===== config.mk =====
export PLATFORM = sky130hd
export DESIGN_NAME = ob_drv
export DESIGN_NICKNAME = d
export VERILOG_FILES = /design/src/rtl/ob_drv.sv
export SDC_FILE = /design/constraint.sdc
export NUM_CORES = 1
export LEC_CHECK = 0
export CAP_MARGIN = 20
export CORE_MARGIN = 2
export CORE_UTILIZATION = 37
export DETAILED_ROUTE_END_ITERATION = 12
export GPL_TIMING_DRIVEN = 0
export MAX_ROUTING_LAYER = met4
export PLACE_DENSITY = 0.6
export REMOVE_ABC_BUFFERS = 1
export SETUP_SLACK_MARGIN = 0.1
export SLEW_MARGIN = 20
export SYNTH_ARGS = -nofsm -noshare
export SYNTH_HDL_FRONTEND = slang
export SYNTH_SLANG_ARGS = --single-unit
export TNS_END_PERCENT = 50

===== constraint.sdc =====
create_clock -name clk -period 8.05 [get_ports clk]
set_input_delay 1.61 -clock clk [delete_from_list [all_inputs] [get_ports clk]]
set_output_delay 1.61 -clock clk [all_outputs]
set_load 0.01 [all_outputs]

===== src/rtl/ob_drv.sv =====
// Order-book driver: registers upstream commands toward the order book,
// tracks commands in flight, buffers responses in a small FIFO and runs a
// watchdog that parks the block in an error state when a response is overdue.

package ob_pkg;
  typedef struct packed {
    logic [1:0]  op;
    logic [7:0]  id;
    logic [15:0] qty;
  } cmd_t;

  typedef struct packed {
    logic [7:0]  id;
    logic [1:0]  status;
    logic [15:0] fill;
  } rsp_t;
endpackage

module ob_drv #(
  parameter int unsigned MAX_INFLIGHT = 8,
  parameter int unsigned RSP_N        = 4,
  parameter int unsigned TIMEOUT      = 1024
) (
  input  logic                              clk,
  input  logic                              rst,
  input  logic                              in_vld,
  input  ob_pkg::cmd_t                      in_cmd,
  output logic                              in_rdy,
  output logic                              cmd_vld_r,
  output ob_pkg::cmd_t                      cmd_r,
  input  logic                              cmd_full_r,
  input  logic                              rsp_vld,
  input  ob_pkg::rsp_t                      rsp,
  output logic                              rsp_accept,
  output logic                              out_vld,
  output ob_pkg::rsp_t                      out_rsp,
  input  logic                              out_rdy,
  input  logic                              err_clr,
  output logic                              err_timeout,
  output logic                              err_unexp_r,
  output logic [$clog2(MAX_INFLIGHT+1)-1:0] inflight_r,
  output logic [31:0]                       cmd_cnt_r,
  output logic [31:0]                       rsp_cnt_r
);

  localparam int unsigned IW = $clog2(MAX_INFLIGHT + 1);
  localparam int unsigned PW = $clog2(RSP_N);
  localparam int unsigned CW = $clog2(RSP_N + 1);
  localparam logic [IW-1:0] MAX_I = IW'(MAX_INFLIGHT);
  localparam logic [15:0]   TMO   = 16'(TIMEOUT);
  localparam logic [CW-1:0] DEPTH = CW'(RSP_N);

  typedef enum logic [1:0] {ST_IDLE, ST_BUSY, ST_ERR} state_t;

  state_t        state;
  logic [15:0]   wd;
  logic [15:0]   wd_nxt;
  logic [IW-1:0] inflight_nxt;
  logic          issue;
  logic          push;
  logic          pop;
  logic          clr_err;
  logic          unexp_set;

  ob_pkg::rsp_t  mem [RSP_N];
  logic [PW-1:0] wp;
  logic [PW-1:0] rp;
  logic [CW-1:0] cnt;

  assign in_rdy      = (state != ST_ERR) & ~cmd_full_r & (inflight_r < MAX_I);
  assign rsp_accept  = (cnt != DEPTH);
  assign out_vld     = (cnt != '0);
  assign out_rsp     = mem[rp];
  assign err_timeout = (state == ST_ERR);

  assign issue   = in_vld & in_rdy;
  assign push    = rsp_vld & rsp_accept;
  assign pop     = out_vld & out_rdy;
  assign clr_err = err_clr & (state == ST_ERR);

  // Next in-flight count, unexpected-response detection and watchdog value
  always_comb begin
    inflight_nxt = inflight_r;
    unexp_set    = 1'b0;
    wd_nxt       = wd;
    if (clr_err) begin
      inflight_nxt = '0;
    end else if (issue && !push) begin
      inflight_nxt = inflight_r + IW'(1);
    end else if (push && !issue) begin
      if (inflight_r == '0) unexp_set = 1'b1;
      else                  inflight_nxt = inflight_r - IW'(1);
    end
    if (clr_err || inflight_r == '0 || push) wd_nxt = '0;
    else if (wd < TMO)                        wd_nxt = wd + 16'd1;
  end

  // Control FSM, command register, in-flight accounting and counters.
  // The error state is entered on the edge where the watchdog reaches
  // TIMEOUT, so err_timeout rises TIMEOUT cycles after the last activity.
  always_ff @(posedge clk or posedge rst) begin
    if (rst) begin
      state       <= ST_IDLE;
      cmd_vld_r   <= 1'b0;
      cmd_r       <= '0;
      inflight_r  <= '0;
      wd          <= '0;
      err_unexp_r <= 1'b0;
      cmd_cnt_r   <= '0;
      rsp_cnt_r   <= '0;
    end else begin
      cmd_vld_r   <= issue;
      if (issue) cmd_r <= in_cmd;
      inflight_r  <= inflight_nxt;
      wd          <= wd_nxt;
      err_unexp_r <= err_clr ? 1'b0 : (err_unexp_r | unexp_set);
      if (issue) cmd_cnt_r <= cmd_cnt_r + 32'd1;
      if (push)  rsp_cnt_r <= rsp_cnt_r + 32'd1;
      unique case (state)
        ST_IDLE: if (issue) state <= ST_BUSY;
        ST_BUSY: begin
          if (wd_nxt == TMO)           state <= ST_ERR;
          else if (inflight_nxt == '0) state <= ST_IDLE;
        end
        ST_ERR:  if (err_clr) state <= ST_IDLE;
        default: state <= ST_IDLE;
      endcase
    end
  end

  // Response FIFO pointers and occupancy
  always_ff @(posedge clk or posedge rst) begin
    if (rst) begin
      wp  <= '0;
      rp  <= '0;
      cnt <= '0;
    end else begin
      if (push) wp <= wp + PW'(1);
      if (pop)  rp <= rp + PW'(1);
      if (push && !pop)      cnt <= cnt + CW'(1);
      else if (pop && !push) cnt <= cnt - CW'(1);
    end
  end

  // Response FIFO storage
  always_ff @(posedge clk) begin
    if (push) mem[wp] <= rsp;
  end

endmodule


# == Yosys cells after proc, flatten, opt, wreduce, memory -nomap -nowiden ==
# Memories as Yosys holds them, arrays and structs flattened.
# Index checks and enable logic that the tools add are counted.
# op_classes
reduce_logical,15
muxes,20
n_eq_ne,8
bitwise,8
addsub,9
n_lt_le_gt_ge,2
# op_table
op,count
"adder 32 x 1 -> 32 bit, second input constant",2
two-way mux 16 bit,2
"adder 16 x 1 -> 16 bit, second input constant",1
"== test 16 x 11 -> 1 bit, second input constant",1
"less-than comparator 16 x 11 -> 1 bit, second input constant",1
two-way mux 4 bit,4
logical NOT 4 bit,2
two-way mux 2 bit,4
two-way mux 1 bit,7
AND 1 bit,6
two-way mux 3 bit,2
"!= test 2 bit, second input constant",3
"!= test 3 bit, second input constant",2
one-hot mux 2 bit (3 select lines),1
"adder 2 x 1 -> 2 bit, second input constant",2
"adder 4 x 1 -> 4 bit, second input constant",1
logical AND 1 bit,4
"less-than comparator 4 bit, second input constant",1
"subtractor 4 x 1 -> 4 bit, second input constant",1
"adder 3 x 1 -> 3 bit, second input constant",1
logical NOT 1 bit,3
AND reduction 3 bit,1
nonzero test 3 bit,1
"subtractor 3 x 1 -> 3 bit, second input constant",1
other kinds (7),8
# word_totals
elab_cells,76
ff_bits,121
mem_bits_rw,104
memories,1
# mem_list
memory,words,word_bits,rd,rd_ports_with_merged_regs,write_ports,line,source
mem,4,26,1,0,1,65,ob_pkg::rsp_t mem [RSP_N];

# == Longest topological paths before layout ==
# depth
depth_word,13
ltp_mapped,11
depth_no_buf,10

# == Least setup slack after synthesis ==
# OpenSTA, ideal clock, no wires.
# synth_path
path_kind,input port to output port
start,in cmd_full_r
end,out in_rdy
t_arrival_ps,1900
n_path_buf,0
path_stages,1
required_ps,6440
setup_slack_ps,4540
path_cell_list,nor3_1
# synth_via
elab_chain_cells,3
# synth_rtl
item,line,source
start: declaration,31,"input logic cmd_full_r,"
inverter 1 bit,70,assign in_rdy = (state != ST_ERR) & ~cmd_full_r & (inflight_r < MAX_I);
AND 1 bit (2 in a row),70,
end: declaration,28,"output logic in_rdy,"
# No other way between the ends.

# == Worst setup path after layout ==
# Same ends and word-level chain as after synthesis.

==> out/results.txt <==
Status: finished clean
Final setup vio count: 0
I/O Buffers: 184
Worst Hold End: cmd_r[8]
FFs w/ async S/R, synth: 53.8%
Boundary pin count: 185
Fmax: 0.222 GHz
Buf/Inv on CP: 2
Top post-synthesis cells by area: edfxtp_1, dfrtp_1, mux4_2, xnor2_1, nand2_1
Diodes inserted: 0
CP peak stage delay: 0.59 ns
Crit-path cells: clkdlybuf4s50_1 > nor3_1 > clkdlybuf4s50_1
Antenna Nets Post-Route: 0
Mux cell area share after synthesis: 6.37%
DIE AREA: 26600 um^2
Reg clk slew, reported paths: 0.06 ns
DR vias: 5879
XOR/XNOR share of the synthesized area: 7.29%
Final Net Count: 945
Post-route minimum period: 4.50 ns
Post-synth EDFFs: 104
Die Wd: 163 um
Area delta synth->final: 32.7%
Setup_tns: 0 ns
Crit path max fanout: 3
DP HPWL: 13300 um
Grt total ovfl: 0
Final WS setup: 3.55 ns
Yosys reg bits: 225
Post-Synthesis Cells: 678
Hold path cells: 2
Count leader, synth: dfrtp_1
Reg2reg end: state[0]
Initial DRC Count: 251
TritonCTS Sinks: 225
WP data arrival: 2.89 ns
Register area share after synthesis: 65.6%
Share of cells above drive strength 1: 11.2%
Crit. End Element: primary output
Hold_sp: cmd_r[8]
Mapped cell area: 9370 um^2
Site Rows: 58
Final GP Congestion: 0.782
Ys Warns: 0
CTS Buf Count: 25
Fillers: 2181
CP Class: primary input to primary output
Worst reg-to-reg setup slack: 4.59 ns
Worst slew pin tran: 0.967 ns
Fin crit share: 55.9%
Synth Area in Simple Gates: 14.4%
Drt pass-1 iters: 4
Vias per cell: 4.80
Syn_area_per_cell: 13.8 um^2
Initial antenna violation count: 0
Maximum vdd drop: 0.000188 V
Crit-path slowest cell: clkdlybuf4s50_1
Most used DFF post-synth: dfrtp_1
Core box area: 25000 um^2
Crit path required time: 6.44 ns
Cell family with most CP delay: buffers and inverters
Top cell type's share of synthesized area: 33.3%
Hold_buf cts: 0
Static leakage: 4.95 nW
Worst min-delay path category: flop to flop
Number of global-route vias before repair: 6110
Fin. Hold Viols: 0
Starting Density: 37.4%
CTS tree: done
Cts repair resizes: 0
Skew final: 0.0130 ns
CP startpoint kind: primary input
Mean routed wirelength per cell: 16.3 um
Hold_ws: 0.472 ns
Max-slew violation count: 0
Distinct cells, synth: 67
Compound-gate portion of the synthesized area: 2.92%
DRC errors left: 0
CTS HTree Levels: 1
# Post-CTS Setup Buffers: 0
Worst-Skew Late Latency: 0.51 ns
Die Height: 163 um
R2R Path Start: state[0]
R2r worst-path depth: 7
RSZ-0062 raised after global routing: false
CTS max path bufs: 3
Maxcap violations: 0
Global-route usage over all layers: 15.7%
Max-Slew Margin vs Limit: 35.2%
Fin util: 49.7%
Largest family of logic cells by synthesized area: simple AND/OR/NAND/NOR gates
Adder-cell share of the synthesized area: 1.55%
Cell taking the most area after synthesis: edfxtp_1
Most used cell, CP: clkdlybuf4s50_1
Largest net degree at the start of global routing: 79
Final WL: 20000 um
Pre-CTS setup slack: 3.18 ns
Root Buffer: clkbuf_16
Power Density: 308 nW/um^2
Synth cell count leaders: dfrtp_1, nand2_1, edfxtp_1
First-pass GRT wire length: 32400 um
[worst max-delay path by stage]
| stage | startpoint | endpoint | cells after the start | slack, ns |
|---|---|---|---|---|
| 6_report | cmd_full_r | in_rdy | 3 | 3.55 |
| 3_3_place_gp | rst | rsp_cnt_r[29] | 2 | 1.18 |
| 4_1_cts | cmd_full_r | in_rdy | 3 | 3.55 |
| 2_1_floorplan | rst | cmd_cnt_r[0] | 1 | 3.23 |
| 3_5_place_dp | cmd_full_r | state[0] | 8 | 3.18 |
| 5_1_grt | cmd_full_r | state[0] | 8 | 3.28 |
[cells in the final DEF, fill, tap and decap left out, types with 3 or more instances in the layout]
master,netlist,routed
clkdlybuf4s50_1,0,184
dfrtp_1,121,119
nand2_1,113,113
edfxtp_1,104,104
xnor2_1,53,53
nor2_1,35,35
nand3_1,30,29
mux4_2,26,26
xor2_1,25,25
clkbuf_16,0,25
inv_1,20,18
nand4_1,18,18
and3_1,17,13
ha_1,10,10
clkbuf_1,9,9
and3_2,3,7
and2_1,6,6
a21oi_1,6,6
and4_1,5,5
clkbuf_8,0,5
nor3_1,4,4
buf_12,0,4
nand2b_1,3,3
clkinv_1,0,3
nor3_2,3,3
nor2b_1,3,3
o31ai_1,3,3
o21ai_0,3,3
o22ai_1,3,3
[logic make-up after synthesis]
group | after synthesis
XOR/XNOR | 78
buffers and inverters | 41
multiplexers | 27
flip-flops | 225
AO/OA/AOI/OAI | 35
adder cells (fa/ha/maj) | 11
AND/OR/NAND/NOR | 261
[routing by layer]
metal  share of wire, %  GRT usage (%)
met1                 46           21.0
met2                 45           24.1
met3                7.5           4.49
met4                1.4           3.14
met5                  0              -
[layout make-up]
class / instances / area, um^2 / area share (%)
clock inverters: 7 / 42.5 / 0.342
clock buffers: 39 / 728 / 5.85
repair buffers: 190 / 1960 / 15.7
flip-flops and latches: 225 / 6150 / 49.5
inverters: 21 / 86.3 / 0.694
well taps: 330 / 413 / 3.32
multi-input cells: 412 / 3060 / 24.6
[per-stage QoR]
| stage | area (um^2) | std cells | total power [mW] |
|---|---|---|---|
| after floorplan | 9280 | 658 | 2.20 |
| final | 12400 | 1224 | 3.83 |
| after global routing | 12400 | 1224 | 4.06 |
| after detailed placement | 11700 | 1178 | 2.82 |
| after global placement | 11500 | 1172 | 2.78 |
| after CTS | 12400 | 1224 | 3.90 |
[report_power, final]
part	leakage (nW)	switching [mW]	internal, mW	total [mW]
Combinational	2.04	0.490	0.650	1.14
Clock	0.374	0.433	0.621	1.05
Sequential	2.54	0.188	1.45	1.63
Total	4.95	1.11	2.72	3.83
[state kept, by name (all words and copies together), names as in the netlist]
| register | count |
|---|---|
| cmd_cnt_r | 32 |
| mem | 104 |
| err_unexp_r | 1 |
| inflight_r | 4 |
| cmd_r | 26 |
| cmd_vld_r | 1 |
| wp | 2 |
| state | 2 |
| rsp_cnt_r | 32 |
| wd | 16 |
| rp | 2 |
| cnt | 3 |
[tightest hold or removal path: stages (launching register included)]
cell,delay [ns]
dfrtp_1,0.34
nand2_1,0.05
nand2_1,0.05
Note: power is estimated with default switching activity, not from simulation.
